$ cat src/rtl/axilite_uart_responder.sv
// AXI4-Lite console responder with a UART-Lite register map (RX, TX, STAT, CTRL) and TX/RX byte FIFOs.
// Build with UARTLITE_IRQ_EN defined to add the irq output.
module axilite_uart_responder #(
    parameter int FIFO_DEPTH = 16,
    parameter int ADDR_WIDTH = 32
) (
    input  logic                  uncoreclk,
    input  logic                  uncore_rst,
    input  logic [ADDR_WIDTH-1:0] s_axi_awaddr,
    input  logic                  s_axi_awvalid,
    output logic                  s_axi_awready,
    input  logic [31:0]           s_axi_wdata,
    input  logic [3:0]            s_axi_wstrb,
    input  logic                  s_axi_wvalid,
    output logic                  s_axi_wready,
    output logic [1:0]            s_axi_bresp,
    output logic                  s_axi_bvalid,
    input  logic                  s_axi_bready,
    input  logic [ADDR_WIDTH-1:0] s_axi_araddr,
    input  logic                  s_axi_arvalid,
    output logic                  s_axi_arready,
    output logic [31:0]           s_axi_rdata,
    output logic [1:0]            s_axi_rresp,
    output logic                  s_axi_rvalid,
    input  logic                  s_axi_rready,
    output logic [7:0]            tx_data,
    output logic                  tx_valid,
    input  logic                  tx_ready,
    input  logic [7:0]            rx_data,
    input  logic                  rx_valid,
    output logic [1:0]            dbg_state
`ifdef UARTLITE_IRQ_EN
    ,
    output logic                  irq
`endif
);
    localparam int PW = $clog2(FIFO_DEPTH);
    localparam int CW = PW + 1;
    localparam logic [CW-1:0] DEPTH_C = CW'(FIFO_DEPTH);

    typedef enum logic [1:0] {IDLE = 2'd0, WRESP = 2'd1, RRESP = 2'd2} state_t;

    state_t          state_q, state_d;
    logic            token_wr_q, token_wr_d;
    logic            wr_elig, rd_elig, grant_wr, grant_rd;
    logic [1:0]      wr_sel, rd_sel;
    logic [31:0]     rd_mux;
    logic            overrun_q, intr_en_q;

    logic [7:0]      tx_mem [FIFO_DEPTH];
    logic [7:0]      rx_mem [FIFO_DEPTH];
    logic [PW-1:0]   tx_wr_ptr, tx_rd_ptr, rx_wr_ptr, rx_rd_ptr;
    logic [CW-1:0]   tx_cnt_q, tx_cnt_d, rx_cnt_q, rx_cnt_d;
    logic            tx_full, tx_empty, rx_full, rx_nempty;
    logic            tx_push, tx_pop, rx_push, rx_pop, rx_ovf;
    logic            ctrl_wr, flush_tx, flush_rx, stat_rd;
    logic            unused_bits;

    // Every channel is valid/ready: a beat moves on a rising edge where both are high.
    // awready/wready/arready are raised only in the single grant cycle; bvalid/rvalid
    // are held from the cycle after the grant until the master's bready/rready.
    assign wr_elig = s_axi_awvalid && s_axi_wvalid;
    assign rd_elig = s_axi_arvalid;
    assign wr_sel  = s_axi_awaddr[3:2];
    assign rd_sel  = s_axi_araddr[3:2];

    always_comb begin
        state_d    = state_q;
        token_wr_d = token_wr_q;
        grant_wr   = 1'b0;
        grant_rd   = 1'b0;
        case (state_q)
            IDLE: begin
                if (!uncore_rst) begin
                    if (wr_elig && (!rd_elig || token_wr_q)) grant_wr = 1'b1;
                    else if (rd_elig)                         grant_rd = 1'b1;
                    // The token only moves when it actually arbitrated a contention.
                    if (wr_elig && rd_elig) token_wr_d = !grant_wr;
                    if (grant_wr)      state_d = WRESP;
                    else if (grant_rd) state_d = RRESP;
                end
            end
            WRESP:   if (s_axi_bready) state_d = IDLE;
            RRESP:   if (s_axi_rready) state_d = IDLE;
            default: state_d = IDLE;
        endcase
    end

    assign s_axi_awready = grant_wr;
    assign s_axi_wready  = grant_wr;
    assign s_axi_arready = grant_rd;
    assign s_axi_bvalid  = (state_q == WRESP);
    assign s_axi_rvalid  = (state_q == RRESP);
    assign s_axi_bresp   = 2'b00;
    assign s_axi_rresp   = 2'b00;
    assign dbg_state     = state_q;

    assign tx_full   = (tx_cnt_q == DEPTH_C);
    assign tx_empty  = (tx_cnt_q == '0);
    assign rx_full   = (rx_cnt_q == DEPTH_C);
    assign rx_nempty = (rx_cnt_q != '0);
    assign tx_valid  = !tx_empty;
    assign tx_data   = tx_mem[tx_rd_ptr];

    assign ctrl_wr  = grant_wr && (wr_sel == 2'd3);
    assign flush_tx = ctrl_wr && s_axi_wdata[0];
    assign flush_rx = ctrl_wr && s_axi_wdata[1];
    assign stat_rd  = grant_rd && (rd_sel == 2'd2);
    assign rx_pop   = grant_rd && (rd_sel == 2'd0) && rx_nempty;
    assign tx_pop   = tx_valid && tx_ready && !flush_tx;
    // A same-cycle pop frees the slot, so a full FIFO still accepts the push.
    assign tx_push  = grant_wr && (wr_sel == 2'd1) && s_axi_wstrb[0] && (!tx_full || tx_pop);
    assign rx_push  = rx_valid && (!rx_full || rx_pop) && !flush_rx;
    assign rx_ovf   = rx_valid && rx_full && !rx_pop && !flush_rx;

    always_comb begin
        rd_mux = 32'h0;
        case (rd_sel)
            2'd0:    if (rx_nempty) rd_mux = {24'h0, rx_mem[rx_rd_ptr]};
            2'd2:    rd_mux = {26'h0, overrun_q, intr_en_q, tx_full, tx_empty, rx_full, rx_nempty};
            default: rd_mux = 32'h0;
        endcase
    end

    always_comb begin
        tx_cnt_d = flush_tx ? '0 : tx_cnt_q + CW'(tx_push) - CW'(tx_pop);
        rx_cnt_d = flush_rx ? '0 : rx_cnt_q + CW'(rx_push) - CW'(rx_pop);
    end

    always_ff @(posedge uncoreclk) begin
        if (uncore_rst) begin
            state_q     <= IDLE;
            token_wr_q  <= 1'b0;
            s_axi_rdata <= 32'h0;
            overrun_q   <= 1'b0;
            intr_en_q   <= 1'b0;
            tx_wr_ptr   <= '0;
            tx_rd_ptr   <= '0;
            rx_wr_ptr   <= '0;
            rx_rd_ptr   <= '0;
            tx_cnt_q    <= '0;
            rx_cnt_q    <= '0;
        end else begin
            state_q    <= state_d;
            token_wr_q <= token_wr_d;
            tx_cnt_q   <= tx_cnt_d;
            rx_cnt_q   <= rx_cnt_d;
            if (grant_rd) s_axi_rdata <= rd_mux;
            if (ctrl_wr)  intr_en_q <= s_axi_wdata[4];
            // A fresh overrun in the same cycle as a STAT read stays visible.
            if (rx_ovf)       overrun_q <= 1'b1;
            else if (stat_rd) overrun_q <= 1'b0;
            if (flush_tx) begin
                tx_wr_ptr <= '0;
                tx_rd_ptr <= '0;
            end else begin
                if (tx_push) tx_wr_ptr <= tx_wr_ptr + PW'(1);
                if (tx_pop)  tx_rd_ptr <= tx_rd_ptr + PW'(1);
            end
            if (flush_rx) begin
                rx_wr_ptr <= '0;
                rx_rd_ptr <= '0;
            end else begin
                if (rx_push) rx_wr_ptr <= rx_wr_ptr + PW'(1);
                if (rx_pop)  rx_rd_ptr <= rx_rd_ptr + PW'(1);
            end
        end
    end

    always_ff @(posedge uncoreclk) begin
        if (tx_push) tx_mem[tx_wr_ptr] <= s_axi_wdata[7:0];
        if (rx_push) rx_mem[rx_wr_ptr] <= rx_data;
    end

`ifdef UARTLITE_IRQ_EN
    always_ff @(posedge uncoreclk) begin
        if (uncore_rst) irq <= 1'b0;
        else irq <= intr_en_q && ((rx_cnt_q == '0 && rx_cnt_d != '0) ||
                                  (tx_cnt_q != '0 && tx_cnt_d == '0));
    end
`endif

    assign unused_bits = ^{s_axi_awaddr[ADDR_WIDTH-1:4], s_axi_awaddr[1:0],
                           s_axi_araddr[ADDR_WIDTH-1:4], s_axi_araddr[1:0],
                           s_axi_wdata[31:8], s_axi_wstrb[3:1]};

endmodule
$ cat config.mk
export PLATFORM = sky130hd
export DESIGN_NAME = axilite_uart_responder
export DESIGN_NICKNAME = d
export VERILOG_FILES = /design/src/rtl/axilite_uart_responder.sv
export SDC_FILE = /design/constraint.sdc
export NUM_CORES = 1
export LEC_CHECK = 0
export BUFFER_PORTS_ARGS = -buffer_cell sky130_fd_sc_hd__clkbuf_2
export CORE_MARGIN = 10
export CORE_UTILIZATION = 62
export CTS_CLUSTER_SIZE = 20
export DETAILED_ROUTE_END_ITERATION = 16
export PLACE_DENSITY = 0.85
export SLEW_MARGIN = 15
export SYNTH_ARGS = -nofsm -noshare
export SYNTH_HDL_FRONTEND = slang
export SYNTH_SLANG_ARGS = --single-unit
$ cat constraint.sdc
create_clock -name uncoreclk -period 10.7 [get_ports uncoreclk]
set_clock_uncertainty 0.15 [all_clocks]
set_input_delay 1.07 -clock uncoreclk [delete_from_list [all_inputs] [get_ports uncoreclk]]
set_output_delay 1.07 -clock uncoreclk [all_outputs]
set_load 0.005 [all_outputs]
==> impl_results.md <==
* Via count at 6993
* Worst-path clk slew at 0.06 ns
* Num rows at 52
* Core Region at 20100 um2
* PD cells at 203 nW/um2
* Critical path peak fanout at 20
* Root Buffer: clkbuf_16
* Non-Filler Instances at 1071
* Port bufs at 53
* Internal at 2.18 mW
* DP HPWL at 16.9 mm
* Slew Limit Fails at 0
* Post-route cell area at 14100 um2
* Placed cells at 1019
* Core Util, Final at 70.2%
* Fin. Hold Viols at 0
* Peak VDD IR at 0.140 mV
* Portion of total power attributed to combinational logic at 13.9%
* RSZ-0062 raised after global routing: no
* Max-Cap Viols at 0
* Synthesis Warnings at 0
* Wire per inst at 26.4 um
* Number of gates resized after CTS at 0
* Gpl congestion at 0.870
* Starting DRT DRC Count at 957
* Number of diodes at 0
* Critical Path RT at 10.96 ns
* Layout Nets at 921
* Full die area at 26500 um2
* Die width at 163 um
* Post-synth cell types at 63
* Drt drc at 0
* Slew @ Worst Pin at 1.06 ns
* CTS sink count at 303
* Max-slew headroom at 29.1%
* Area grow syn2layout at 11.8%
* Placed cell area at 13100 um2
* Overall Global Routing Usage at 21.3%
* Crit Path Class: in2reg
* Total negative slack at 0 ns
* Vias in the first global route at 7204
* Grt total ovfl at 0
* Clock Power Share at 37.9%
* Hold_buf cts at 0
* Initial antenna violation count at 1
* TritonCTS Buffers at 29
* Fin crit share at 43.5%
* Sequential fraction of the synthesis area at 68.3%
* Startpoint types: input port
* Io pins at 169
* P_sw at 0.682 mW
* Worst min path class: reg2reg
* Final setup fails at 0
* Final worst path period need at 4.65 ns
* Avg Cell Area, Syn at 17.4 um2
* Post-Synthesis Cell Area at 12600 um2
* Leak at 4.68 nW
* WP data arrival at 4.91 ns
* Async set-reset flop share out of synthesis at 0%
* CTS tree: yes
* Clock tree buffer depth at 3
* Sw Ratio at 23.9%
* Skew-Pair Late Insertion Delay at 0.54 ns
* Status: finished, final reports clean
* Mapped Cells at 727
* Setup bufs post-CTS at 0
* CTS H-tree lvls at 1
* Fmax at 0.215 GHz
* #FFs+latches synth at 303
* Layout cells sized above 1 at 25.2%
* Routed vias/inst at 6.53
* Post-route ant nets at 0
* Die height at 163 um
* Largest net degree at the start of global routing at 33
* Detailed Route WL at 28.3 mm
* Post-synth EDFFs at 256
* Flop pwr share at 48.1%
* Initial Util at 62.8%
* Crit. End Element: flop
* Top FF cell, synth: edfxtp_1
* First-pass GRT wire length at 42.9 mm
* Pre-antenna DRT Iters at 5
[cells in the mapped netlist (5+ instances only)]
master    count  area (um2)
nor4b_1       6        52.6
mux4_2       69        1550
edfxtp_1    256        7690
nor2b_1       5        31.3
nor3_1       10        50.1
ha_1         22         275
xor2_1        5        43.8
dfxtp_1      47         941
nor2_1       24        90.1
nor4bb_1      6        60.1
nand3_1      19        95.1
inv_1        26        97.6
buf_4        29         218
buf_2         7        35.0
buf_1         7        26.3
a21oi_1      19        95.1
nand2b_1      7        43.8
or3_1         5        31.3
mux2i_1      16         160
nand2_1      13        48.8
and4b_1       8        80.1
o21ai_0      10        50.1
xnor2_1       6        52.6
and4_1        9        78.8
clkbuf_1     21        78.8
mux2_2        9         101
nand4_1       5        31.3
[final timing paths]
check / cells after the start / slack [ns] / endpoint / from
worst max-delay path: 14 / 6.05 / rx_cnt_q[4] / uncore_rst
worst min-delay path: 1 / 0.35 / s_axi_rdata[6] / s_axi_rdata[6]
worst max register to register: 13 / 6.42 / rx_cnt_q[4] / dbg_state[1]
worst min register to register: 1 / 0.35 / s_axi_rdata[6] / s_axi_rdata[6]
[metal layers]
layer  vias up  wire (um)  global-route usage, %
met5         -          0                      0
met4         0        695                   6.39
met3        74       2880                   6.07
met2       446      13900                   34.5
met1      3518      10800                   27.5
li1       2955          -                      -
[registers in the layout, indices dropped and copies added, names as in the netlist, named ones only]
name         count
tx_cnt_q         5
tx_rd_ptr        4
s_axi_rdata      8
rx_cnt_q         5
rx_wr_ptr        4
rx_mem         128
intr_en_q        1
rx_rd_ptr        4
token_wr_q       1
tx_wr_ptr        4
overrun_q        1
tx_mem         128
dbg_state        2
[metrics by stage]
step	total power [mW]	hold slack, ns	setup WS, ns
global route	2.96	0.383	5.78
CTS	2.86	0.352	6.13
global placement	1.76	0.311	5.90
floorplan	1.68	0.307	6.49
detailed placement	1.79	0.334	5.71
finish	2.86	0.348	6.05
[power groups by stage]
stage	combinational, mW	sequential (mW)	clock [mW]
4_1_cts	0.397	1.38	1.09
3_5_place_dp	0.388	1.40	0
2_1_floorplan	0.316	1.36	0
3_3_place_gp	0.362	1.40	0
5_1_grt	0.433	1.39	1.14
6_report	0.398	1.38	1.08
[placed cells by master, fill, tap and decap left out, types with 4 or more instances in the layout]
master     Yosys  layout
buf_4         29       9
nand3_1       19      19
nor3_1        10       7
edfxtp_1     256     256
a21oi_1       19      19
clkinv_1       0       5
nand2b_1       7       7
and4b_1        8       8
mux2_2         9       9
conb_1         1      28
nor4bb_1       6       6
nand2_1       13      13
xnor2_1        6       6
xor2_1         5       5
ha_1          22      22
clkbuf_16      0      32
dfxtp_1       47      44
and2_1         4       4
or3_1          5       5
inv_1         26      26
and4_1         9       9
mux2i_1       16      16
nor2b_1        5       5
nor2_1        24      24
clkbuf_2       2      53
o21ai_0       10      10
bufinv_16      0       4
mux4_2        69      69
nand4_1        5       5
[cell type report]
| type | instances | area, um2 |
|---|---|---|
| clock buffer | 37 | 850 |
| clock inverter | 15 | 179 |
| fill | 1178 | 5990 |
| inverter | 26 | 97.6 |
| multi-input combinational | 358 | 3690 |
| sequential | 303 | 8630 |
| tap | 270 | 338 |
| timing repair buffer | 62 | 333 |
[cell families (layout without fill, tap and decap cells)]
family | count (synthesis) | count (layout) | share of synthesized area (%)
mux | 94 | 94 | 14.4
xor+xnor | 11 | 11 | 0.763
flops | 303 | 303 | 68.3
buf+inv | 93 | 140 | 3.78
other cells | 1 | 28 | 0.0297
compound gates | 62 | 62 | 3.39
fa+ha+maj | 24 | 24 | 2.50
simple gates | 139 | 139 | 6.83
[critical path: stages]
cell	delay (ns)
clkbuf_2	0.25
or3_1	0.43
o41ai_1	0.74
nor2_2	0.18
inv_1	0.53
ha_1	0.35
inv_1	0.06
ha_1	0.15
inv_1	0.06
fa_1	0.43
nand2b_1	0.18
a21oi_1	0.21
o21ai_0	0.11
nor3b_1	0.15
(Power assumes the default switching activity.)
